--- config.mk ---
export PLATFORM = sky130hd
export DESIGN_NAME = clk_div_gen_flat
export DESIGN_NICKNAME = d
export VERILOG_FILES = /design/src/rtl/clk_div_gen_if.sv /design/src/rtl/clk_div_gen.sv /design/src/flat_wrapper.sv
export SDC_FILE = /design/constraint.sdc
export NUM_CORES = 1
export LEC_CHECK = 0
export ABC_AREA = 1
export CAP_MARGIN = 30
export CORE_ASPECT_RATIO = 1.75
export CORE_MARGIN = 2
export CORE_UTILIZATION = 57
export DETAILED_ROUTE_END_ITERATION = 10
export GPL_ROUTABILITY_DRIVEN = 0
export GPL_TIMING_DRIVEN = 0
export PLACE_DENSITY_LB_ADDON = 0.3
export SLEW_MARGIN = 20
export SYNTH_ARGS = -nofsm -noshare
export SYNTH_HDL_FRONTEND = slang
export SYNTH_SLANG_ARGS = --single-unit
--- constraint.sdc ---
create_clock -name clk_100m -period 3.5 [get_ports clk_100m]
set_clock_uncertainty 0.05 [all_clocks]
set_input_delay 0.35 -clock clk_100m [delete_from_list [all_inputs] [get_ports clk_100m]]
set_output_delay 0.35 -clock clk_100m [all_outputs]
set_load 0.02 [all_outputs]
--- src/rtl/clk_div_gen_if.sv ---
// Control and output bundle for clk_div_gen.
// The master side owns the run enables and the divisor load port.
// The slave side (the divider) drives the divided clocks, the clock-enable
// pulses and the load-reject pulse.
interface clk_div_gen_if #(
    parameter int NUM_CH   = 4,
    parameter int DIV_BITS = 8
);
    localparam int CH_BITS = (NUM_CH > 1) ? $clog2(NUM_CH) : 1;

    logic [NUM_CH-1:0]   ch_en;
    logic                div_load;
    logic [CH_BITS-1:0]  div_ch;
    logic [DIV_BITS-1:0] div_val;
    logic [NUM_CH-1:0]   clk_out;
    logic [NUM_CH-1:0]   ce_out;
    logic                div_err;

    modport master (
        output ch_en,
        output div_load,
        output div_ch,
        output div_val,
        input  clk_out,
        input  ce_out,
        input  div_err
    );

    modport slave (
        input  ch_en,
        input  div_load,
        input  div_ch,
        input  div_val,
        output clk_out,
        output ce_out,
        output div_err
    );
endinterface

--- src/rtl/clk_div_gen.sv ---
// clk_div_gen: NUM_CH independent integer clock dividers off clk_100m.
// Each channel produces a registered divided square wave (clk_out) and a
// one-cycle clock enable (ce_out) at the start of every divided period.
// Divisor changes on a running channel are staged in a shadow register and
// take effect at the next terminal count, so a period is never truncated.
//
// Optional feature macro: CLK_DIV_ODD_DUTY50_EN
//   defined   - odd divisors get a 50% duty cycle by OR-ing the rising-edge
//               output with a falling-edge retimed copy of it.
//   undefined - no negedge logic; odd N is high (N+1)/2 cycles, low (N-1)/2.
//
// Per-channel FSM:
//   state   | meaning
//   --------+-------------------------------------------------------------
//   ST_IDLE | stopped; clk_out=0, loads go straight to the active divisor
//   ST_RUN  | counting 0..N-1; loads go to the shadow, applied at the wrap
module clk_div_gen #(
    parameter int NUM_CH   = 4,
    parameter int DIV_BITS = 8,
    parameter int DIV_INIT = 4
) (
    input  logic            clk_100m,
    input  logic            reset,
    clk_div_gen_if.slave    bus
);

    localparam int CH_BITS = (NUM_CH > 1) ? $clog2(NUM_CH) : 1;
    localparam logic [CH_BITS:0]    NUM_CH_W = (CH_BITS + 1)'(NUM_CH);
    localparam logic [DIV_BITS-1:0] DIV_RST  = DIV_BITS'(DIV_INIT);
    localparam logic [DIV_BITS-1:0] DIV_MIN  = DIV_BITS'(2);

    typedef enum logic {
        ST_IDLE = 1'b0,
        ST_RUN  = 1'b1
    } ch_state_t;

    logic                load_ok;
    logic                load_bad;
    logic                div_err_q;
    logic [NUM_CH-1:0]   clk_vec;
    logic [NUM_CH-1:0]   ce_vec;

    // A load is accepted only for a real channel and a divisor of at least 2.
    assign load_ok  = bus.div_load
                      && (bus.div_val >= DIV_MIN)
                      && ({1'b0, bus.div_ch} < NUM_CH_W);
    assign load_bad = bus.div_load && !load_ok;

    // Registered reject pulse, one cycle after the offending strobe.
    always_ff @(posedge clk_100m or posedge reset) begin
        if (reset) begin
            div_err_q <= 1'b0;
        end else begin
            div_err_q <= load_bad;
        end
    end

    assign bus.div_err = div_err_q;
    assign bus.clk_out = clk_vec;
    assign bus.ce_out  = ce_vec;

    for (genvar c = 0; c < NUM_CH; c++) begin : g_ch
        ch_state_t           st_q;
        ch_state_t           st_d;
        logic [DIV_BITS-1:0] cnt_q;
        logic [DIV_BITS-1:0] cnt_d;
        logic [DIV_BITS-1:0] n_q;
        logic [DIV_BITS-1:0] n_d;
        logic [DIV_BITS-1:0] shd_q;
        logic [DIV_BITS-1:0] shd_d;
        logic                pend_q;
        logic                pend_d;
        logic                clk_q;
        logic                clk_d;
        logic                ce_q;
        logic                ce_d;
        logic                sel;
        logic                tc;
        logic [DIV_BITS-1:0] hi_len;

        assign sel = load_ok && (bus.div_ch == CH_BITS'(c));
        assign tc  = (cnt_q == (n_q - 1'b1));

`ifdef CLK_DIV_ODD_DUTY50_EN
        // Rising-edge part stays high floor(N/2) cycles; the negedge copy
        // adds the missing half cycle for odd N.
        assign hi_len = n_q >> 1;
`else
        // High for ceil(N/2) cycles.
        assign hi_len = (n_q >> 1) + {{(DIV_BITS-1){1'b0}}, n_q[0]};
`endif

        // Channel state, counter, divisors and registered outputs.
        always_ff @(posedge clk_100m or posedge reset) begin
            if (reset) begin
                st_q   <= ST_IDLE;
                cnt_q  <= '0;
                n_q    <= DIV_RST;
                shd_q  <= '0;
                pend_q <= 1'b0;
                clk_q  <= 1'b0;
                ce_q   <= 1'b0;
            end else begin
                st_q   <= st_d;
                cnt_q  <= cnt_d;
                n_q    <= n_d;
                shd_q  <= shd_d;
                pend_q <= pend_d;
                clk_q  <= clk_d;
                ce_q   <= ce_d;
            end
        end

        // Next-state, divisor staging and output decode.
        always_comb begin
            st_d   = st_q;
            cnt_d  = cnt_q;
            n_d    = n_q;
            shd_d  = shd_q;
            pend_d = pend_q;
            clk_d  = 1'b0;
            ce_d   = 1'b0;
            unique case (st_q)
                ST_IDLE: begin
                    // A load that landed on the going-idle wrap is still in
                    // the shadow; promote it so the next start uses it.
                    if (pend_q) begin
                        n_d    = shd_q;
                        pend_d = 1'b0;
                    end
                    if (bus.ch_en[c]) begin
                        st_d  = ST_RUN;
                        cnt_d = '0;
                        clk_d = 1'b1;
                        ce_d  = 1'b1;
                    end
                    if (sel) begin
                        n_d = bus.div_val;
                    end
                end
                ST_RUN: begin
                    if (tc) begin
                        cnt_d = '0;
                        if (pend_q) begin
                            n_d    = shd_q;
                            pend_d = 1'b0;
                        end
                        if (bus.ch_en[c]) begin
                            clk_d = 1'b1;
                            ce_d  = 1'b1;
                        end else begin
                            st_d = ST_IDLE;
                        end
                    end else begin
                        cnt_d = cnt_q + 1'b1;
                        clk_d = (cnt_d < hi_len);
                    end
                    // Set after the wrap handling so a load on the TC edge
                    // waits for the following wrap.
                    if (sel) begin
                        shd_d  = bus.div_val;
                        pend_d = 1'b1;
                    end
                end
                default: begin
                    st_d = ST_IDLE;
                end
            endcase
        end

`ifdef CLK_DIV_ODD_DUTY50_EN
        logic clk_ng_q;

        // Half-cycle delayed copy of the output, only for odd divisors.
        always_ff @(negedge clk_100m or posedge reset) begin
            if (reset) begin
                clk_ng_q <= 1'b0;
            end else begin
                clk_ng_q <= clk_q & n_q[0];
            end
        end

        assign clk_vec[c] = clk_q | clk_ng_q;
`else
        assign clk_vec[c] = clk_q;
`endif
        assign ce_vec[c] = ce_q;
    end

endmodule

--- src/flat_wrapper.sv ---
// flat-port wrapper written by rule: the top's interface ports become plain ports
module clk_div_gen_flat 
#(
    parameter int NUM_CH   = 4,
    parameter int DIV_BITS = 8,
    parameter int DIV_INIT = 4
)
  (clk_100m, reset, bus_ch_en, bus_div_load, bus_div_ch, bus_div_val, bus_clk_out, bus_ce_out, bus_div_err);
  clk_div_gen_if #(.NUM_CH(NUM_CH), .DIV_BITS(DIV_BITS)) bus_i ();
  input  logic clk_100m;
  input  logic reset;
  input wire logic [$bits(bus_i.ch_en)-1:0] bus_ch_en;
  input wire logic [$bits(bus_i.div_load)-1:0] bus_div_load;
  input wire logic [$bits(bus_i.div_ch)-1:0] bus_div_ch;
  input wire logic [$bits(bus_i.div_val)-1:0] bus_div_val;
  output wire logic [$bits(bus_i.clk_out)-1:0] bus_clk_out;
  output wire logic [$bits(bus_i.ce_out)-1:0] bus_ce_out;
  output wire logic [$bits(bus_i.div_err)-1:0] bus_div_err;
  assign bus_i.ch_en = bus_ch_en;
  assign bus_i.div_load = bus_div_load;
  assign bus_i.div_ch = bus_div_ch;
  assign bus_i.div_val = bus_div_val;
  assign bus_clk_out = bus_i.clk_out;
  assign bus_ce_out = bus_i.ce_out;
  assign bus_div_err = bus_i.div_err;
  clk_div_gen #(.NUM_CH(NUM_CH), .DIV_BITS(DIV_BITS), .DIV_INIT(DIV_INIT)) u_core (.clk_100m(clk_100m), .reset(reset), .bus(bus_i));
endmodule
-- Word level (Yosys, flattened, before mapping)
Cells that the tools add are included.
- flip-flop bits (word level): 113
- add/sub/neg operators: 12
- magnitude comparators: 5
- equality and inequality tests: 19
- multiplexer cells: 68
- bitwise gates (word level): 4
- reduce and logical (&&, ||, !) cells: 12
- operators by type and width (kind ; count):
    $mux 8 ; 20
    $pmux 8 s2 ; 8
    $add 7x1->8 ; 4
    $add 8x1->8 const B ; 4
    $eq 8x8->1 ; 4
    $lt 8x8->1 ; 4
    $pmux 1 s2 ; 16
    $sub 8x1->8 const B ; 4
    $mux 1 ; 24
    $ne 2x2->1 const B ; 8
    $ne 3x3->1 const B ; 4
    $ge 8x2->1 const B ; 1
    $reduce_and 2->1 ; 4
    $logic_and 1x1->1 ; 6
    $eq 2x2->1 const B ; 2
    $not 1->1 ; 4
    $eq 2x1->1 const B ; 1
    $logic_not 2->1 ; 1
    $logic_not 1->1 ; 1

-- Logic depth before layout (Yosys ltp)
- depth after elaboration: 5
- mapped depth: 15

-- Worst setup path before layout
Ideal clock, no wire load.
- path type: register to register
- start: reg u_core.g_ch[0].n_q[0]
- end: reg u_core.g_ch[0].n_q[4]
- library setup time: 0.117 ns
- arrival time: 1.650 ns
- data required time: 3.333 ns
- slack: 1.683 ns
- stages on the path, launching flop included: 14
- buffers on the path: 1
- clock period less this slack: 1.817 ns
- path through: dfrtp_1 inv_1 ha_1 inv_1 nor2_1 nand2_1 or2_1 nand3_1 nor2_1 nand2_2 nand2_4 buf_6 nand2_1 nand2_1
- word-level cells in the longest chain between the ends: 3
- RTL lines (element ; line ; RTL):
    from (decl) ; clk_div_gen.sv:67 ; logic [DIV_BITS-1:0] n_q;
    from (signal assigned) ; clk_div_gen.sv:106 ; n_q <= n_d;
    $sub 8x1->8 ; clk_div_gen.sv:82 ; assign tc = (cnt_q == (n_q - 1'b1));
    $eq 8x8->1 ; clk_div_gen.sv:82 ;
    $ne 2x2->1 (no source line) ; n/a ;
No other way between the ends.
A chain may end at the register's enable or synchronous reset.

-- Worst setup path after layout
- start: in bus_div_val[5]
- end: reg u_core.g_ch[1].n_q[6]
- word-level cells in the longest chain between the ends: 5
- RTL lines (element ; line ; RTL):
    from (decl) ; flat_wrapper.sv:15 ; input wire logic [$bits(bus_i.div_val)-1:0] bus_div_val;
    $ge 8x2->1 ; clk_div_gen.sv:45 ; && (bus.div_val >= DIV_MIN)
    $logic_and 1x1->1 ; clk_div_gen.sv:45 ;
    $logic_and 1x1->1 ; clk_div_gen.sv:81 ; assign sel = load_ok && (bus.div_ch == CH_BITS'(c));
    $mux 8 ; clk_div_gen.sv:137 ; if (sel) begin
    $pmux 8 s2 ; clk_div_gen.sv:123 ; unique case (st_q)
    to (signal assigned) ; clk_div_gen.sv:106 ;
    to (decl) ; clk_div_gen.sv:67 ;
No other way between the ends.

==> impl_metrics.tcl <==
set metrics [dict create \
    maxSlewViolCount 0 \
    period_needed_ns 2.37 \
    antenna_cells_inserted 0 \
    avgSynthCellArea_sq_um 7.00 \
    final_min_period_over_clock_period_pct 67.7 \
    synth_sequential_area_ratio_pct 35.7 \
    final_cell_area_sq_mm 0.00911 \
    area_delta_synth_final_pct 14.9 \
    power_frac_seq_pct 27.2 \
    crit-reg2reg-launch "u_core.g_ch[2].n_q[0]" \
    status "finished, final reports clean" \
    design_power_total_mw 8.58 \
    tightest_slew_ns 0.611 \
    detailroute.via_count 7162 \
    grt_first_pass_wirelength_mm 32.7 \
    synthesis.nets 1193 \
    clock-sinks 113 \
    placement.io_buffers 25 \
    fin_nets 1238 \
    cpMaxStageDelayCell "sky130_fd_sc_hd__clkdlybuf4s50_1" \
    floorplan.core_area_sq_mm 0.0138 \
    synth.area.top_cells "sky130_fd_sc_hd__dfrtp_1 34%, sky130_fd_sc_hd__nand2_1 16%, sky130_fd_sc_hd__inv_1 7.2%, sky130_fd_sc_hd__ha_1 6.9%, sky130_fd_sc_hd__nand3_1 5.9%" \
    critical_path_peak_fanout 10 \
    synth_unique_cells 32 \
    post_dp_cell_area_sq_mm 0.00843 \
    postCtsResizedCells 0 \
    final_routed_wirelength_across_all_metal_layers_mm 19.6 \
    post-synth-top-area-fraction_pct 34.4 \
    grt_max_degree 65 \
    die_y_um 160 \
    timing.critical_path.cells "clkdlybuf4s50_1 > inv_1 > nand4_2 > nor2_2 > nor2_4 > nand3_1 > buf_6 > o21ai_0 > inv_1 > nand2_1 > nand2_1" \
    fmax_mhz 422 \
    track_usage_pct 27.6 \
    drt-pass1-iter-count 5 \
    dpl.cell_count 1335 \
    antenna_found_initial 0 \
    cts.htree.levels 4 \
    vias_per_cell 5.24 \
    number_of_buffers_created_by_cts 17 \
    critPathRequiredTime_ns 3.76 \
    max_cap_viol_count 0 \
    crit_path_start "bus_div_val[5]" \
    final_layout_size_suffix_gt1_share_pct 7.48 \
    pwr_density_cell_mw_per_mm2 942 \
    power_frac_clock_pct 23.4 \
    most_frequently_used_cell_type_in_the_post_synthesis_netlist "sky130_fd_sc_hd__nand2_1" \
    combinationalPowerShare_pct 49.4 \
    grt_overflow 0 \
    cp_class "in -> reg" \
    synth_top_cells_by_count "342 x sky130_fd_sc_hd__nand2_1, 151 x sky130_fd_sc_hd__inv_1, 109 x sky130_fd_sc_hd__dfrtp_1" \
    ioPinCount 26 \
    finalHoldWorstSlack_ns 0.351 \
    detail_route.drc_violations 0 \
    type_of_origin_of_the_critical_path "primary input" \
    dr.first_iter.drc_count 394 \
    min_path_type "in -> async" \
    die_x_um 93.1 \
    setup_total_negative_slack_ns 0 \
    placementRows 57 \
    final_setup_viols 0 \
    synth_area_sq_mm 0.00793 \
    postRouteAntennaNets 0 \
    timing.critical_path.to_type "flip-flop" \
    cell_internal_pwr_mw 4.91 \
    detailedPlacementHpwl_mm 14.0 \
    swShare_pct 42.8 \
    rsz0062_at_grt "no" \
    multi_input_comb_area_sq_mm 0.00418 \
    post-cts-setup-buffers 0 \
    worstSkewPairLatency_ns 0.42 \
    cts-root-buf "sky130_fd_sc_hd__clkbuf_16" \
    clkSlewWorstSetupHoldPaths_ns 0.05 \
    crit_path_max_incr_delay_ns 0.71 \
    synth_top_flop_cell "sky130_fd_sc_hd__dfrtp_1" \
    postSynth.asyncResetShare_pct 100 \
    postSynthRegisterBits 113 \
    routedWlPerCell_um 14.3 \
    hold_buffers 0 \
    dominant_cell_type_by_area_after_synthesis "sky130_fd_sc_hd__dfrtp_1" \
    relSlewSlack_pct 59.1 \
    synth-edff-count 0 \
    ff_latch_area_sq_mm 0.00283 \
    via_count_of_the_first_global_routing_pass 6972 \
    fp.dieArea_sq_mm 0.0149 \
    initial_core_util_pct 57.6 \
    fill_cells 1215 \
    finalNonFillerCells 1367 \
    netSwitchingPower_mw 3.67 \
    worst_ir_drop_on_vdd_v 0.000384 \
    postSynthCellCount 1132 \
    cts_buffer_depth 2 \
    ys_warn_count 0 \
    clock_tree_from_tritoncts "done" \
    report.final.hold_viol_count 0 \
    power.static_leakage_nw 5.03 \
    worstPathArrival_ns 2.63 \
]
[state kept, by name, summed over array words and instances (netlist names)]
name / flops
u_core.g_ch.cnt_q: 32
u_core.g_ch.n_q: 32
u_core.g_ch.shd_q: 32
u_core.g_ch.ce_q: 4
u_core.g_ch.clk_q: 4
u_core.g_ch.pend_q: 4
u_core.g_ch.st_q: 4
u_core.bus.div_err: 1
[power by group through the flow]
stage / logic, mW / registers (mW) / clock network [mW]
2_1_floorplan: 3.39 / 2.20 / 0
3_3_place_gp: 4.04 / 2.32 / 0
3_5_place_dp: 4.19 / 2.33 / 0
4_1_cts: 4.24 / 2.32 / 2.02
5_1_grt: 4.91 / 2.39 / 2.07
6_report: 4.24 / 2.33 / 2.01
[cell usage in the layout (no fill, tap or decap), types with 2 or more instances in the layout]
cell and n:
sky130_fd_sc_hd__nand3b_1 2, sky130_fd_sc_hd__buf_2 8, sky130_fd_sc_hd__a21oi_1 47, sky130_fd_sc_hd__buf_6 12, sky130_fd_sc_hd__mux2i_1 5, sky130_fd_sc_hd__nand2_4 4
sky130_fd_sc_hd__buf_4 12, sky130_fd_sc_hd__nor2_2 3, sky130_fd_sc_hd__dfrtp_1 109, sky130_fd_sc_hd__nor2_1 103, sky130_fd_sc_hd__nand3_1 93, sky130_fd_sc_hd__nor3_1 6
sky130_fd_sc_hd__bufinv_16 6, sky130_fd_sc_hd__nand2_1 342, sky130_fd_sc_hd__nor3b_1 2, sky130_fd_sc_hd__clkdlybuf4s50_1 25, sky130_fd_sc_hd__clkinvlp_4 3, sky130_fd_sc_hd__nor2_4 2
sky130_fd_sc_hd__nand4_1 15, sky130_fd_sc_hd__nand2_2 4, sky130_fd_sc_hd__clkbuf_1 15, sky130_fd_sc_hd__inv_2 2, sky130_fd_sc_hd__xnor2_1 14, sky130_fd_sc_hd__clkinv_4 3
sky130_fd_sc_hd__dfstp_2 4, sky130_fd_sc_hd__buf_1 4, sky130_fd_sc_hd__o21ai_0 85, sky130_fd_sc_hd__ha_1 44, sky130_fd_sc_hd__clkbuf_16 17, sky130_fd_sc_hd__inv_1 150
sky130_fd_sc_hd__xor2_1 39
[stage by stage]
| step | setup WS [ns] | utilization [%] |
|---|---|---|
| after floorplan | 0.119 | - |
| after detailed placement | 0.766 | 61.2 |
| after CTS | 1.21 | 66.2 |
| after global routing | 1.04 | 66.2 |
| after global placement | -1.66 | 61.0 |
| final | 1.13 | 66.2 |
[kinds of logic after synthesis]
family	after synthesis	synth area share [%]
AO/OA/AOI/OAI	132	8.33
multiplexers	5	0.631
adder cells (fa/ha/maj)	44	6.95
AND/OR/NAND/NOR	581	31.0
flip-flops	113	35.7
buffers and inverters	204	11.5
XOR/XNOR	53	5.86
[worst paths after layout]
path	to	slack, ns	cells past startpoint
setup / recovery	u_core.g_ch[1].n_q[6]	1.13	11
hold / removal	u_core.g_ch[2].cnt_q[6]	0.35	2
setup reg to reg	u_core.g_ch[2].clk_q	1.34	14
hold reg to reg	u_core.g_ch[2].shd_q[0]	0.44	2
max in group asynchronous	u_core.g_ch[1].n_q[2]	2.33	3
min in group clk_100m	u_core.g_ch[2].shd_q[0]	0.44	2
[per-layer routing]
metal	track usage [%]	up-vias	share of wire, %
li1	-	3638	-
met1	29.2	3267	38
met2	50.1	177	54
met3	5.05	80	3.4
met4	15.8	0	5.3
met5	0	-	0
[critical path: cells and delay by family]
family / cells / cell delay, ns
and+or+nand+nor: 6 / 0.79
buffers and inverters: 4 / 1.26
AOI/OAI and AO/OA: 1 / 0.24
[final cells by class]
cell class                 instances  area share, %
buffer                            51           3.71
clock buffer                      19           4.86
clock inverter                    13           2.57
inverter                         153           6.36
multi-input combinational        815           45.9
sequential                       113           31.1
tap                              177           2.43
timing repair buffer              26           3.05
No activity file was read; power rests on OpenSTA's default activity.
